==> src/rtl/pattern_game_engine.sv <==
// N-channel "repeat the sequence" memory game: grows a random pattern per level, plays it, checks presses.
// Optional WAIT inactivity timeout: define PATTERN_GAME_TIMEOUT_EN.
module pattern_game_engine #(
  parameter int NUM_CH       = 4,
  parameter int GAME_LIMIT   = 10,
  parameter int SHOW_CLKS    = 6250000,
  parameter int GAP_CLKS     = 6250000,
  parameter int TIMEOUT_CLKS = 75000000,
  parameter int ID_W         = (NUM_CH > 2) ? $clog2(NUM_CH) : 1
) (
  input  logic              i_clk,
  input  logic              i_rst_n,
  input  logic              i_start,
  input  logic              i_press_dv,
  input  logic [ID_W-1:0]   i_press_id,
  input  logic [ID_W-1:0]   i_rand,
  output logic [NUM_CH-1:0] o_led,
  output logic [3:0]        o_score,
  output logic              o_busy,
  output logic              o_win,
  output logic              o_fail
);

  localparam int GAP_W  = $clog2(GAP_CLKS);
  localparam int SHOW_W = $clog2(SHOW_CLKS);
`ifdef PATTERN_GAME_TIMEOUT_EN
  localparam int TO_W   = $clog2(TIMEOUT_CLKS);
`else
  localparam int TO_W   = (TIMEOUT_CLKS > 0) ? 1 : 1;
`endif
  localparam int CNT_W0 = (GAP_W > SHOW_W) ? GAP_W : SHOW_W;
  localparam int CNT_W1 = (CNT_W0 > TO_W) ? CNT_W0 : TO_W;
  localparam int CNT_W  = (CNT_W1 < 1) ? 1 : CNT_W1;

  localparam logic [CNT_W-1:0]  GAP_LAST  = CNT_W'(GAP_CLKS - 1);
  localparam logic [CNT_W-1:0]  SHOW_LAST = CNT_W'(SHOW_CLKS - 1);
`ifdef PATTERN_GAME_TIMEOUT_EN
  localparam logic [CNT_W-1:0]  TO_LAST   = CNT_W'(TIMEOUT_CLKS - 1);
`endif
  localparam logic [3:0]        LIM       = 4'(GAME_LIMIT);
  localparam logic [ID_W:0]     NC_X      = (ID_W+1)'(NUM_CH);
  localparam logic [NUM_CH-1:0] LED_ONE   = NUM_CH'(1);

  typedef enum logic [2:0] {
    S_IDLE, S_APPEND, S_GAP, S_SHOW, S_WAIT, S_LEVEL_UP, S_FAIL, S_WIN
  } state_t;

  state_t            state_q, state_d;
  logic [3:0]        len_q, len_d, idx_q, idx_d, score_q, score_d, score_inc;
  logic [CNT_W-1:0]  tmr_q, tmr_d;
  logic [NUM_CH-1:0] led_q, led_d;
  logic              pat_we, tmr_clr, tmr_run;
  logic [ID_W:0]     rand_x;
  logic [ID_W-1:0]   rand_red;
  logic [ID_W-1:0]   pat_q [GAME_LIMIT];

  // Fold out-of-range random values back into 0..NUM_CH-1
  assign rand_x    = {1'b0, i_rand};
  assign rand_red  = (rand_x >= NC_X) ? ID_W'(rand_x - NC_X) : i_rand;
  assign score_inc = score_q + 4'd1;

  always_comb begin
    state_d = state_q;
    len_d   = len_q;
    idx_d   = idx_q;
    score_d = score_q;
    pat_we  = 1'b0;
    tmr_clr = 1'b0;
    if (i_start) begin
      state_d = S_APPEND;
      len_d   = '0;
      idx_d   = '0;
      score_d = '0;
    end else begin
      case (state_q)
        S_APPEND: begin
          pat_we  = 1'b1;
          len_d   = len_q + 4'd1;
          idx_d   = '0;
          state_d = S_GAP;
        end
        S_GAP: if (tmr_q == GAP_LAST) state_d = S_SHOW;
        S_SHOW: if (tmr_q == SHOW_LAST) begin
          if (idx_q == len_q - 4'd1) begin
            state_d = S_WAIT;
            idx_d   = '0;
          end else begin
            state_d = S_GAP;
            idx_d   = idx_q + 4'd1;
          end
        end
        S_WAIT: begin
          if (i_press_dv) begin
            if (i_press_id == pat_q[idx_q]) begin
              if (idx_q == len_q - 4'd1) state_d = S_LEVEL_UP;
              else begin
                idx_d   = idx_q + 4'd1;
                tmr_clr = 1'b1;
              end
            end else begin
              state_d = S_FAIL;
            end
          end
`ifdef PATTERN_GAME_TIMEOUT_EN
          else if (tmr_q == TO_LAST) state_d = S_FAIL;
`endif
        end
        S_LEVEL_UP: begin
          score_d = score_inc;
          state_d = (score_inc == LIM) ? S_WIN : S_APPEND;
        end
        default: ; // IDLE, FAIL and WIN hold until i_start
      endcase
    end
  end

  // One shared timer; restarts on every state change
  always_comb begin
    tmr_run = (state_q == S_GAP) || (state_q == S_SHOW);
`ifdef PATTERN_GAME_TIMEOUT_EN
    tmr_run = tmr_run || (state_q == S_WAIT);
`endif
    tmr_d = (state_d != state_q || tmr_clr || !tmr_run) ? '0 : tmr_q + 1'b1;
  end

  always_comb begin
    led_d = '0;
    if (state_q == S_SHOW)     led_d = LED_ONE << pat_q[idx_q];
    else if (state_q == S_WIN) led_d = '1;
  end

  always_ff @(posedge i_clk or negedge i_rst_n) begin
    if (!i_rst_n) begin
      state_q <= S_IDLE;
      len_q   <= '0;
      idx_q   <= '0;
      score_q <= '0;
      tmr_q   <= '0;
      led_q   <= '0;
    end else begin
      state_q <= state_d;
      len_q   <= len_d;
      idx_q   <= idx_d;
      score_q <= score_d;
      tmr_q   <= tmr_d;
      led_q   <= led_d;
    end
  end

  always_ff @(posedge i_clk) begin
    if (pat_we) pat_q[len_q] <= rand_red;
  end

  assign o_led   = led_q;
  assign o_busy  = (state_q == S_APPEND) || (state_q == S_GAP) || (state_q == S_SHOW);
  assign o_win   = (state_q == S_WIN);
  assign o_fail  = (state_q == S_FAIL);
  assign o_score = (state_q == S_FAIL) ? 4'hF : (state_q == S_WIN) ? 4'hE : score_q;

endmodule

==> config.mk <==
export PLATFORM = sky130hd
export DESIGN_NAME = pattern_game_engine
export DESIGN_NICKNAME = d
export VERILOG_FILES = /design/src/rtl/pattern_game_engine.sv
export SDC_FILE = /design/constraint.sdc
export NUM_CORES = 1
export LEC_CHECK = 0
export CAP_MARGIN = 5
export CELL_PAD_IN_SITES_DETAIL_PLACEMENT = 0
export CELL_PAD_IN_SITES_GLOBAL_PLACEMENT = 1
export CORE_MARGIN = 2
export CORE_UTILIZATION = 44
export CTS_BUF_LIST = sky130_fd_sc_hd__clkbuf_4 sky130_fd_sc_hd__clkbuf_8
export DETAILED_ROUTE_END_ITERATION = 16
export HOLD_SLACK_MARGIN = 0.02
export PLACE_DENSITY_LB_ADDON = 0.1
export SLEW_MARGIN = 20
export SYNTH_ARGS = -nofsm -noshare
export SYNTH_HDL_FRONTEND = slang
export SYNTH_SLANG_ARGS = --single-unit
==> constraint.sdc <==
create_clock -name i_clk -period 2.5 [get_ports i_clk]
set_input_delay 0.75 -clock i_clk [delete_from_list [all_inputs] [get_ports i_clk]]
set_output_delay 0.75 -clock i_clk [all_outputs]
set_load 0.02 [all_outputs]
* After elaboration in Yosys (flattened, before gate mapping)
Memory sizes are Yosys's and may differ from the RTL's. Cells that the tools add are included.
Cells by class: add/sub/neg operators 6, order comparisons 1, equality and inequality tests 16, shift-type cells 1, multiplexer cells 35, reduce and logical (&&, ||, !) cells 10
Operators with widths (count):
- $mux W4 | 14
- $mux W3 | 8
- $add A23 B1 Y23 const B | 1
- $eq A23 B23 Y1 const B | 1
- $mux W23 | 1
- $pmux W3 S5 | 1
- $add A4 B1 Y4 const B | 3
- $eq A3 B3 Y1 const B | 4
- $ne A3 B3 Y1 const B | 4
- $pmux W4 S3 | 1
- $mux W1 | 9
- $eq A3 B2 Y1 const B | 2
- $logic_or A1 B1 Y1 | 5
- $reduce_and A5 Y1 | 1
- $eq A4 B4 Y1 | 1
- $eq A4 B4 Y1 const B | 1
- $reduce_bool A2 Y1 | 2
- $reduce_bool A4 Y1 | 1
- $shl A1 B2 Y4 const A | 1
- $sub A4 B1 Y4 const B | 1
- $eq A3 B1 Y1 const B | 1
- $ge A2 B3 Y1 const B | 1
- $ne A3 B3 Y1 | 1
- $eq A2 B2 Y1 | 1
- other kinds (3) | 3
Storage, ports and cells: bits in registers 42, memory bits (writable) 20, input bits 8, output and inout port bits 11, memories kept 1
Memories:
- pat_q | depth 10, bits a word 2, rd ports 1, clocked after Yosys merged registers in 0, write ports 1, RTL line 55 | logic [ID_W-1:0] pat_q [GAME_LIMIT];

* Logic depth before layout (Yosys ltp)
word-level depth 11, mapped depth 10, depth with buffers taken out 9

* Least setup slack after synthesis
No wires, ideal clock.
kind register to register, start point register tmr_q[0], end point register tmr_q[9], library setup time 0.119 ns, arrival 2.236 ns, path slack 0.145 ns, stages on the path, launching flop included 11, path buffers 2, clock period less this slack 2.355 ns, cells stage by stage dfrtp_1 -> ha_1 -> and3_4 -> nand4_1 -> or4_1 -> buf_2 -> o41a_1 -> o21ai_1 -> nand4bb_2 -> buf_6 -> nor2_1
On the way: longest elaborated chain between the ends 8, elaborated cells on any way between the ends 10
RTL lines:
- start: declaration | RTL line 50 | logic [CNT_W-1:0] tmr_q, tmr_d;
- start signal: assignment | RTL line 145 | tmr_q <= tmr_d;
- $eq A23 B23 Y1 | RTL line 82, 83
- $mux W3, on equally long branches | RTL line 83, 82
- $pmux W3 S5 | RTL line 75 | case (state_q)
- $mux W3 | RTL line 69 | if (i_start) begin
- $ne A3 B3 Y1 | RTL line 123 | tmr_d = (state_d != state_q || tmr_clr || !tmr_run) ? '0 : tmr_q + 1'b1;
- $logic_or A1 B1 Y1 (2 in a row) | RTL line 123
- $mux W23 (*) | RTL line 123
- via tmr_d[9] | RTL line 50
Mark *: on every way through the listed nets, which the timed path passes. The rest lies on a longest branch. A chain may end at the register's enable or synchronous reset.

* Final worst setup path
start point register tmr_q[15], end point register tmr_q[0]
On the way: longest elaborated chain between the ends 8, elaborated cells on any way between the ends 9
RTL lines (RTL line):
- $eq A23 B23 Y1 (*) | 82, 83
- $mux W3, on equally long branches | 83, 82
- $pmux W3 S5 (*) | 75
- $mux W3 (*) | 69
- $ne A3 B3 Y1 (*) | 123
- $logic_or A1 B1 Y1 (*) (2 in a row) | 123
- $mux W23 (*) | 123
- via tmr_d[0] | 50
Marked as above.

==> summary.txt <==
Global route
  – Grt ovf: 0
  – GRT Util Overall: 19.5%
  – Vias in the first global route: 2696
  – First-pass GRT wire length: 13.0 mm
  – Initial antenna violation count: 0
  – Largest net degree at the start of global routing: 24

Place
  – Placed cells: 489
  – Placer Congestion: 0.841
  – Port bufs: 18
  – Hpwl dp: 5.72 mm

Worst setup path
  – CP Max Fanout: 23
  – CP max stage delay: 570 ps
  – Critical path cell sequence: nor4b_2 -> nand4_1 -> or4_4 -> o41a_1 -> o21ai_1 -> nand4bb_2 -> buf_12 -> nor2_1
  – Worst EP required: 2730 ps
  – Critical path endpoint category: flop
  – Worst EP arrival: 2640 ps
  – CP max-delay cell: or4_4
  – R2R cell count: 8
  – CP Class: flop to flop
  – Startpoint types: flop

Run
  – Max Cap Viol: 0

Route
  – Routed Wire Length: 7.66 mm
  – Top Layer Used: met4
  – Metal1 wirelength: 3.47 mm
  – Routed WL per cell: 15.1 um
  – Met3 wire len: 232 um
  – Total number of vias: 2661
  – WL met2: 3.77 mm
  – Pre-antenna DRT Iters: 5
  – Post-route ant nets: 0
  – Drt initial violations: 178
  – # DRC: 0
  – Via/cell ratio: 5.25

Yosys
  – Commonest cells post-synth: 62 x nor2_1, 42 x dfrtp_1, 21 x xor2_1, 20 x edfxtp_1, 19 x nand2_1
  – Yosys top cell area share: 30.4%
  – Cell taking the most area after synthesis: dfrtp_1
  – Sequential share of the synthesized area: 47.7%
  – Post-Syn Area: 3460 um^2
  – Synth cell types: 53
  – Post-Synthesis Cells: 346
  – Post-synth EDFFs: 20
  – Main synth FF type: dfrtp_1
  – Count leader, synth: nor2_1
  – Flops & latches, synth: 62
  – Post-Syn Area per Cell: 10.0 um^2
  – Total of warnings raised by yosys: 0
  – Synth top area cells: dfrtp_1 30%, edfxtp_1 17%, nor2_1 6.7%
  – Syn nets: 364
  – Synth async-reset ratio: 67.7%

Clock tree
  – CTS tree: built
  – CTS H-tree lvls: 3
  – Clock Sinks: 62
  – CTS root buffer: clkbuf_8
  – Clock latency on the worst-skew pair: 350 ps
  – Worst-case clock buffer depth: 2
  – CTS buffer count: 9
  – Clk slew on worst S/H paths: 70 ps
  – Cts hold-fix bufs: 0

Pwr
  – Internal power: 2200 uW
  – Clock power frac: 22.9%
  – Sw Share: 36.4%
  – P_leak: 0.00175 uW
  – Psw: 1260 uW
  – Comb power frac: 42.2%
  – Max VDD drop: 0.000512 V
  – Pwr dens: 821 nW/um^2
  – Sequential share of power: 34.9%

Outcome
  – Status: completed

Floorplan
  – Die footprint: 8590 um^2
  – Die Y: 92.7 um
  – I/O pins: 19
  – Chip width: 92.7 um
  – Initial Utilization: 45.0%
  – Core Area: 7690 um^2
  – # rows: 32

Final layout
  – Ratio of cells with drive above 1 in the final layout: 20.2%
  – Final nets: 418
  – N_diodes: 0
  – Area delta synth->final: 21.8%
  – Post-route insts no fill: 507

STA
  – Max Clock Freq: 415 MHz
  – Measured slew at the worst slew-check pin: 512 ps
  – Post-layout minimum cycle time: 2410 ps
  – Clock skew: 9.71 ps
  – Final period utilization: 96.4%
  – Setup TNS: 0 ps
  – Slew Limit Headroom: 65.9%
  – Final hold violation count: 0
  – Setup violators final: 0
  – Max Slew Vio Count: 0
  – RSZ-0062 raised after global routing: false

Min path
  – Worst hold path class: primary input to asynchronous set/reset pin
==> critical path: cells and delay by family, from the launching register on <==
kind                   cells  cell delay, ps
buffers and inverters      1             160
and+or+nand+nor            5            1200
DFF                        1             420
AOI/OAI and AO/OA          2             500
==> state kept, by name (all words and copies together) (netlist names) <==
signal,cells
idx_q,4
score_q,4
pat_q,20
len_q,4
o_led,4
state_q,3
tmr_q,23
==> power groups by stage <==
stage	logic, uW	clock network [uW]	registers (uW)
2_1_floorplan	880	0	1250
3_3_place_gp	1460	0	1220
3_5_place_dp	1470	0	1220
4_1_cts	1460	815	1210
5_1_grt	1630	859	1220
6_report	1460	793	1210
==> repair_timing <==
action / 4_1_cts / 5_1_grt
gates resized for setup: 5 / 9
buffers inserted: 0 / 2
endpoints found under the setup margin: 7 / 25
endpoints found under the hold margin: 0 / 0
pin swaps: 0 / 3
==> cell type report <==
type | instances | area (um^2)
timing repair buffer | 56 | 484
sequential | 62 | 1660
fill | 727 | 3470
clock buffer | 11 | 145
multi-input combinational | 259 | 1720
inverter | 12 | 45.0
clock inverter | 5 | 32.5
tap | 102 | 128
==> logic make-up (layout without fill, tap and decap cells) <==
family,count (synthesis),after routing,share of synthesized area [%]
DFF,62,62,47.7
buffers and inverters,25,84,3.43
adders and majority gates,10,10,3.62
AOI/OAI and AO/OA,43,43,8.46
muxes,17,17,5.28
and+or+nand+nor,153,153,22.4
xor gates and xnor gates,36,36,9.11
==> metrics by stage <==
stage	total power, uW	worst slack [ps]	utilization, %	cell area (um^2)	hold WS (ps)
detailed placement	2690	-91.6	51.8	3990	535
global placement	2680	-29.0	51.8	3990	516
finish	3460	91.1	54.8	4210	364
CTS	3490	8.00	54.2	4160	378
floorplan	2130	145	-	3460	444
global route	3710	1.23	54.8	4210	391
==> cells in the final DEF, fill, tap and decap left out, types with 2 or more instances in the layout <==
| cell | count |
|---|---|
| a211oi_1 | 4 |
| a21o_1 | 2 |
| a21oi_1 | 6 |
| and2_1 | 3 |
| and3_1 | 5 |
| buf_12 | 2 |
| buf_4 | 36 |
| clkbuf_8 | 10 |
| clkdlybuf4s50_1 | 13 |
| clkinv_2 | 2 |
| dfrtp_1 | 39 |
| dfrtp_2 | 3 |
| dlygate4sd2_1 | 3 |
| edfxtp_1 | 20 |
| ha_1 | 9 |
| inv_1 | 12 |
| mux2_2 | 10 |
| mux2i_1 | 7 |
| nand2_1 | 19 |
| nand2b_1 | 8 |
| nand3_1 | 10 |
| nand3b_1 | 4 |
| nand4_1 | 14 |
| nor2_1 | 62 |
| nor2b_1 | 3 |
| nor3_1 | 7 |
| o211ai_1 | 2 |
| o21ai_0 | 11 |
| o22ai_1 | 2 |
| o22ai_2 | 2 |
| or2_2 | 2 |
| or3_1 | 4 |
| xnor2_1 | 15 |
| xor2_1 | 21 |
==> per-layer routing <==
layer	track usage (%)	up-vias
met1	24.4	1276
met4	6.62	0
met2	32.6	38
li1	-	1332
met3	5.61	15
met5	0	-
==> worst paths after layout <==
kind,endpoint,start,slack [ps]
max,tmr_q[0],tmr_q[15],90
min,tmr_q[11],i_rst_n,360
max reg2reg,tmr_q[0],tmr_q[15],90
min reg2reg,tmr_q[22],tmr_q[22],550
max in group asynchronous,tmr_q[6],i_rst_n,1630
min in group i_clk,tmr_q[22],tmr_q[22],550
Note: power is estimated with default switching activity, not from simulation.
